### config.mk
export PLATFORM = sky130hd
export DESIGN_NAME = expu_accumulator
export DESIGN_NICKNAME = d
export VERILOG_FILES = /design/src/rtl/expu_accumulator.sv
export SDC_FILE = /design/constraint.sdc
export NUM_CORES = 1
export LEC_CHECK = 0
export BUFFER_PORTS_ARGS = -buffer_cell sky130_fd_sc_hd__buf_2
export CAP_MARGIN = 20
export CORE_UTILIZATION = 62
export CTS_BUF_LIST = sky130_fd_sc_hd__clkbuf_2 sky130_fd_sc_hd__clkbuf_4 sky130_fd_sc_hd__clkbuf_8
export CTS_CLUSTER_SIZE = 12
export DETAILED_ROUTE_END_ITERATION = 16
export HOLD_SLACK_MARGIN = 0.15
export PLACE_DENSITY_LB_ADDON = 0.2
export SLEW_MARGIN = 20
export SYNTH_ARGS = -nofsm -noshare
export SYNTH_HDL_FRONTEND = slang
export SYNTH_SLANG_ARGS = --single-unit
### constraint.sdc
create_clock -name clk_i -period 3.9 [get_ports clk_i]
set_input_delay 0.39 -clock clk_i [delete_from_list [all_inputs] [get_ports clk_i]]
set_output_delay 0.39 -clock clk_i [all_outputs]
set_load 0.01 [all_outputs]
### src/rtl/expu_accumulator.sv
// expu_accumulator: converts a stream of FP exp() results to unsigned fixed point and sums each vector.
// Build option EXPU_ACC_ROUND_EN: round half-up in the conversion instead of truncating.
module expu_accumulator #(
   // FPFORMAT: 0 FP32, 1 FP64, 2 FP16, 3 FP8, 4 FP16ALT (bfloat16)
   parameter int FPFORMAT  = 4,
   parameter int ACC_INT   = 16,
   parameter int ACC_FRAC  = 16,
   parameter int CNT_WIDTH = 16,
   localparam int EXPONENT_BITS = (FPFORMAT == 1) ? 11 : (FPFORMAT == 2 || FPFORMAT == 3) ? 5 : 8,
   localparam int MANTISSA_BITS = (FPFORMAT == 0) ? 23 : (FPFORMAT == 1) ? 52 :
                                  (FPFORMAT == 2) ? 10 : (FPFORMAT == 3) ? 2 : 7,
   localparam int WIDTH = EXPONENT_BITS + MANTISSA_BITS + 1,
   localparam int BIAS  = (1 << (EXPONENT_BITS - 1)) - 1,
   localparam int ACC_W = ACC_INT + ACC_FRAC
) (
   input  logic                 clk_i,
   input  logic                 rst_ni,
   input  logic                 clear_i,
   input  logic                 in_valid_i,
   output logic                 in_ready_o,
   input  logic [WIDTH-1:0]     in_data_i,
   input  logic                 in_last_i,
   output logic                 out_valid_o,
   input  logic                 out_ready_i,
   output logic [ACC_W-1:0]     out_sum_o,
   output logic [CNT_WIDTH-1:0] out_count_o,
   output logic                 out_ovf_o
);
   localparam int SW = EXPONENT_BITS + 2;
   localparam int KW = $clog2(ACC_W + 1);
   localparam int PW = ACC_W + MANTISSA_BITS + 1;
   localparam logic signed [SW-1:0] C_KOFF = SW'(ACC_FRAC + 1 - BIAS);
   localparam logic signed [SW-1:0] C_KMAX = SW'(ACC_W + 1);

   typedef enum logic {ST_ACC, ST_OUT} state_t;

   state_t                 r_state;
   logic                   r_pend;
   logic                   r_s1_val, r_s1_ovf, r_s1_last;
   logic [ACC_W-1:0]       r_s1_conv, r_acc, r_out_sum;
   logic [CNT_WIDTH-1:0]   r_cnt, r_out_cnt;
   logic                   r_ovf, r_out_ovf;

   logic [EXPONENT_BITS-1:0] w_exp;
   logic [MANTISSA_BITS-1:0] w_man;
   logic signed [SW-1:0]     w_k;
   logic [PW-1:0]            w_p;
   logic [ACC_W:0]           w_v, w_rnd, w_sum;
   logic                     w_inf, w_big, w_zero, w_fire, w_conv_ovf, w_ovf_n;
   logic [ACC_W-1:0]         w_conv, w_acc_n;
   logic [CNT_WIDTH-1:0]     w_cnt_n;
   logic                     w_unused;

   // w_k is the left shift of {1,mantissa} in units of half an accumulator LSB
   assign w_exp  = in_data_i[WIDTH-2 -: EXPONENT_BITS];
   assign w_man  = in_data_i[MANTISSA_BITS-1:0];
   assign w_k    = $signed({2'b00, w_exp}) + C_KOFF;
   assign w_inf  = &w_exp;
   assign w_big  = w_k >= C_KMAX;
   assign w_zero = ~|w_exp || w_k[SW-1];
   assign w_p    = {{ACC_W{1'b0}}, 1'b1, w_man} << w_k[KW-1:0];
   assign w_v    = w_p[PW-1:MANTISSA_BITS];
`ifdef EXPU_ACC_ROUND_EN
   assign w_rnd  = {1'b0, w_v[ACC_W:1]} + {{ACC_W{1'b0}}, w_v[0]};
`else
   assign w_rnd  = {1'b0, w_v[ACC_W:1]};
`endif
   assign w_conv     = (w_inf || w_big) ? '1 : w_zero ? '0 : w_rnd[ACC_W] ? '1 : w_rnd[ACC_W-1:0];
   assign w_conv_ovf = w_inf || w_big || (!w_zero && w_rnd[ACC_W]);
   assign w_unused   = ^{in_data_i[WIDTH-1], w_p[MANTISSA_BITS-1:0], w_v[0]};

   assign w_sum   = {1'b0, r_acc} + {1'b0, r_s1_conv};
   assign w_acc_n = w_sum[ACC_W] ? '1 : w_sum[ACC_W-1:0];
   assign w_cnt_n = &r_cnt ? r_cnt : r_cnt + 1'b1;
   assign w_ovf_n = r_ovf || r_s1_ovf || w_sum[ACC_W];

   assign in_ready_o  = !r_pend && !clear_i;
   assign w_fire      = in_valid_i && in_ready_o;
   assign out_valid_o = r_state == ST_OUT;
   assign out_sum_o   = r_out_sum;
   assign out_count_o = r_out_cnt;
   assign out_ovf_o   = r_out_ovf;

   always_ff @(posedge clk_i or negedge rst_ni) begin
      if (!rst_ni) begin
         r_state   <= ST_ACC;
         r_pend    <= 1'b0;
         r_s1_val  <= 1'b0;
         r_s1_ovf  <= 1'b0;
         r_s1_last <= 1'b0;
         r_s1_conv <= '0;
         r_acc     <= '0;
         r_cnt     <= '0;
         r_ovf     <= 1'b0;
         r_out_sum <= '0;
         r_out_cnt <= '0;
         r_out_ovf <= 1'b0;
      end else if (clear_i) begin
         r_state  <= ST_ACC;
         r_pend   <= 1'b0;
         r_s1_val <= 1'b0;
         r_acc    <= '0;
         r_cnt    <= '0;
         r_ovf    <= 1'b0;
      end else begin
         r_s1_val <= w_fire;
         if (w_fire) begin
            r_s1_conv <= w_conv;
            r_s1_ovf  <= w_conv_ovf;
            r_s1_last <= in_last_i;
            if (in_last_i) r_pend <= 1'b1;
         end
         if (r_s1_val) begin
            r_acc <= w_acc_n;
            r_cnt <= w_cnt_n;
            r_ovf <= w_ovf_n;
            if (r_s1_last) begin
               r_state   <= ST_OUT;
               r_out_sum <= w_acc_n;
               r_out_cnt <= w_cnt_n;
               r_out_ovf <= w_ovf_n;
            end
         end
         // result held until consumed; outputs keep their values afterwards
         if (r_state == ST_OUT && out_ready_i) begin
            r_state <= ST_ACC;
            r_pend  <= 1'b0;
            r_acc   <= '0;
            r_cnt   <= '0;
            r_ovf   <= 1'b0;
         end
      end
   end
endmodule

# Word level (Yosys, flattened, before mapping)
# Cells that the tools add are included.
# totals
reg_bits	135
input_bits	22
output_inout_bits	51
word_cells	61
# op_classes
n_addsub	3
n_lt_le_gt_ge	1
shift	1
muxes	22
bitwise	1
reduce_logical	21
# op_table
op	n
$mux 32	6
$mux 16	4
$shl 8x6->40	1
$add 32x32->33	1
$add 16x1->16 const B	1
$reduce_and 16->1	1
$mux 1	12
$reduce_bool 3->1	4
$add 9x8->10 const B	1
$ge 10x7->1 const B	1
$reduce_and 8->1	1
$reduce_or 8->1	1
$reduce_and 2->1	3
$logic_or 1x1->1	4
$logic_and 1x1->1	3
$logic_not 1->1	3
$reduce_and 3->1	1
$not 1->1	1

# Longest topological paths before layout
# logic_depth
depth_word	6
ltp_mapped	12
ltp_nobuf	11

# Worst setup path before layout
# Ideal clock, no wire load.
# synth_timing
path_kind	reg2reg
startpoint	reg r_s1_conv[0]
endpoint	reg r_acc[12]
setup_ns	0.143
arrival_time_ns	2.929
required_time_ns	3.757
path_slack_ns	0.828
stages_incl_launch_ff	13
path_buffers	1
synth_period_minus_slack_ns	3.072
path_cell_list	dfrtp_1 ha_1 fa_1 a211oi_2 o311ai_2 a41oi_2 o221ai_2 a41oi_2 nand2_2 a221o_4 buf_12 nor2_2 a211oi_2
# synth_via
elab_chain_cells	5
# synth_lines
item	line	source
start: declaration	40	logic [ACC_W-1:0] r_s1_conv, r_acc, r_out_sum;
start signal: assignment	108	r_s1_conv <= w_conv;
$add 32x32->33	72	assign w_sum = {1'b0, r_acc} + {1'b0, r_s1_conv};
$mux 32	73	assign w_acc_n = w_sum[ACC_W] ? '1 : w_sum[ACC_W-1:0];
$mux 32	113	if (r_s1_val) begin
$mux 32	125	if (r_state == ST_OUT && out_ready_i) begin
$mux 32	98	end else if (clear_i) begin
end signal: assignment	114	r_acc <= w_acc_n;
end: declaration	40	
# No other way between the ends. The select of a mux whose other input is x is not followed.
# A chain may end at the register's enable or synchronous reset.

# Final worst setup path
# layout_timing
startpoint	reg r_s1_conv[0]
endpoint	reg r_acc[18]
# Same word-level chain as after synthesis.

==> metrics <==
sequential element share of the synthesized area=0.435; clock power share=0.267; post-layout net count=987; detailed-route via count=6631; Final Routed Wirelength=18800 um; number of buffers created by CTS=17; worst hold path stage count=2; Max Cap Violations=0; highest-count cells in the layout ignoring fill and taps=dfrtp_1 (134), nor2_1 (120), nand2_1 (101), a21oi_1 (83), o21ai_0 (77); netlist area before placement=0.00776 mm^2; maximum single-stage delay on the critical path=0.54 ns; horizontal extent of the die=114 um; last weighted congestion value of the routability-driven placer=0.908; top fanout value on the critical path=25; clk buf depth=2; unrepaired setup endpoints after global routing=false; clk root buf=clkbuf_8; sequential fraction of design power=0.384; post-layout minimum cycle time=3.58 ns; final hold slack=0.188 ns; number of DRC violations after detailed routing=0; Max Clock Skew=0.0142 ns; total die area=0.0130 mm^2; outcome=completed; count of buffers inserted at the top-level ports=71; total iterations of the first detailed-routing run=6; ys flop type=dfrtp_1; CTS tree=done; I/O pin count=73; Final Max Tran Viols=0; switching power=1760 uW; Critical Path Slowest Stage Cell=a221o_4; Req. time, crit path=4.19 ns; detailed-route vias per instance=5.97; clk_lat worst skew=0.46 ns; clock sink total=135; total count of hold-check failures in the final report=0; crit start category=register; Relative slew margins=0.463; leak pwr=0.00399 uW; pin count of the biggest net entering global routing=89; number of flops mapped to enable cells by yosys=0; warnings from Yosys=0; cell count after synthesis=873; postcts setup bufs=0; Area growth syn-to-layout=12.3%; most frequent cell on the critical path=a41oi_2; data arrival time of the critical path=3.86 ns; timing-limited maximum frequency=280 MHz; class of the most critical hold timing path=in -> reg; layout cell share with drive strength beyond 1=0.165; number of distinct library cells after synthesis=61; antenna violations before repair=0; Worst-Margin Slew=0.805 ns; Clock Pin Slew Worst Setup and Hold Paths=0.08 ns; fraction of power consumed by combinational cells=0.350; initial core utilization=0.641; FFs w/ async S/R, synth=1.00; cell internal power dissipation=3100 uW; final core utilization=0.720; ratio of final minimum period to clock period=0.917; first-iteration detailed-routing DRC count=547; Final ANT Viol Nets=0; average cell area after synthesis=8.89 um^2; routed len/inst=16.9 um; category of the worst setup path capture point=register; antenna diode count=0; number of H-tree levels=4; setup TNS=0 ns; total global routing track utilization=0.308; wire length of the first global-routing pass=31000 um; floorplan die height=114 um; worst reg2reg path depth=11; Final setup viols=0; number of global-route vias before repair=6404; number of register bits inferred by synthesis=135; areal power density over the cells=558 mW/mm^2; fraction of power spent switching nets=0.362; # rows=40; most frequent standard cell in the layout excluding fill and tap cells=dfrtp_1; critical path start-end classification=reg -> reg; Max rail drop VDD=0.338 mV; Net Count, Synth=930; Cell Chain, Critical Path=ha_1 -> fa_1 -> a211oi_2 -> o311ai_2 -> a41oi_2 -> o221ai_2 -> a41oi_2 -> nand2_2 -> a221o_4 -> a21oi_1 -> a211oi_1; half-perimeter wire length after detailed placement=13500 um; placeable core region=0.0121 mm^2; final global-route overflow total=0
==> cell usage after synthesis, types with 3 or more instances <==
cell,count,share of area
clkbuf_1,40,0.019
dfrtp_1,135,0.44
o32ai_1,3,0.0034
nand2_1,101,0.049
and2_1,7,0.0056
nand3_1,30,0.019
a31oi_1,9,0.0073
a211oi_2,10,0.016
a21o_1,11,0.011
nor2b_1,4,0.0032
nand4_1,7,0.0056
nor2_1,121,0.059
xnor2_1,26,0.029
a21boi_0,3,0.0029
buf_1,3,0.0015
o21ai_0,77,0.050
mux2i_1,9,0.012
and3_1,10,0.0081
o22ai_1,5,0.0040
or3_1,5,0.0040
nor3_1,7,0.0045
o21a_1,3,0.0029
o21ai_1,4,0.0026
mux2_2,6,0.0087
o22a_1,20,0.023
a21oi_1,84,0.054
inv_1,12,0.0058
ha_1,34,0.055
nor2_2,9,0.0073
xor2_1,28,0.032
a211oi_1,12,0.012
==> power groups by stage <==
stage	combinational, uW	sequential (uW)	clock (uW)
floorplan	1090	1940	0
global placement	1620	1880	0
detailed placement	1680	1890	0
CTS	1690	1870	1310
global route	1890	1900	1380
finish	1700	1870	1300
==> state kept, by name, summed over array words and instances, names as in the netlist <==
signal,count
out_valid_o,1
r_ovf,1
out_sum_o,32
r_s1_val,1
r_pend,1
r_cnt,16
r_s1_last,1
out_count_o,16
out_ovf_o,1
r_s1_ovf,1
r_s1_conv,32
r_acc,32
==> final timing paths <==
| kind | slack, ns | endpoint | from |
|---|---|---|---|
| min in group asynchronous | 0.54 | r_acc[6]$_DFFE_PN0P_ | rst_ni |
| min | 0.19 | r_s1_last$_DFFE_PN0P_ | in_last_i |
| max in group asynchronous | 2.64 | out_sum_o[30]$_DFFE_PN0P_ | rst_ni |
| min reg2reg | 0.47 | out_sum_o[7]$_DFFE_PN0P_ | out_sum_o[7]$_DFFE_PN0P_ |
| max | 0.32 | r_acc[18]$_DFFE_PN0P_ | r_s1_conv[0]$_DFFE_PN0P_ |
| max reg2reg | 0.32 | r_acc[18]$_DFFE_PN0P_ | r_s1_conv[0]$_DFFE_PN0P_ |
==> layout make-up <==
cell class                      count  area, um^2
Clock buffer                       21         277
Clock inverter                     11         173
Fill cell                         963        3390
Inverter                           12        45.0
Multi-Input combinational cell    680        4150
Sequential cell                   135        3380
Tap cell                          168         210
Timing Repair Buffer               84         487
==> cells by family after synthesis <==
kind of cell	count (synthesis)	share of synthesized area
simple gates	310	0.174
compound gates	266	0.221
flops	135	0.435
buf+inv	58	0.0313
xor+xnor	54	0.0609
fa+ha+maj	35	0.0574
mux	15	0.0203
==> critical path: cells and delay by family (launching register included) <==
kind / cells / cell delay (ns)
AOI/OAI and AO/OA: 8 / 2.17
DFF: 1 / 0.41
adders and majority gates: 2 / 0.67
and+or+nand+nor: 1 / 0.12
==> metrics by stage <==
stage | worst slack (ns) | instances | instance area (um^2) | power, uW
6_report | 0.324 | 1111 | 8720 | 4860
5_1_grt | 0.139 | 1111 | 8720 | 5160
3_5_place_dp | 0.391 | 1078 | 8250 | 3570
3_3_place_gp | 0.465 | 1078 | 8250 | 3500
2_1_floorplan | 0.828 | 873 | 7760 | 3030
4_1_cts | 0.356 | 1110 | 8700 | 4870
==> layer usage <==
layer  share of wire  GRT usage
met1            0.44      0.395
met2            0.50      0.526
met3           0.045     0.0584
met4           0.013      0.103
met5               0          0
==> timing repair <==
action / 4_1_cts / 5_1_grt
hold buffers: 0 / 1
hold endpoints to repair: 0 / 87
resized for setup: 0 / 0
(Power assumes the default switching activity.)
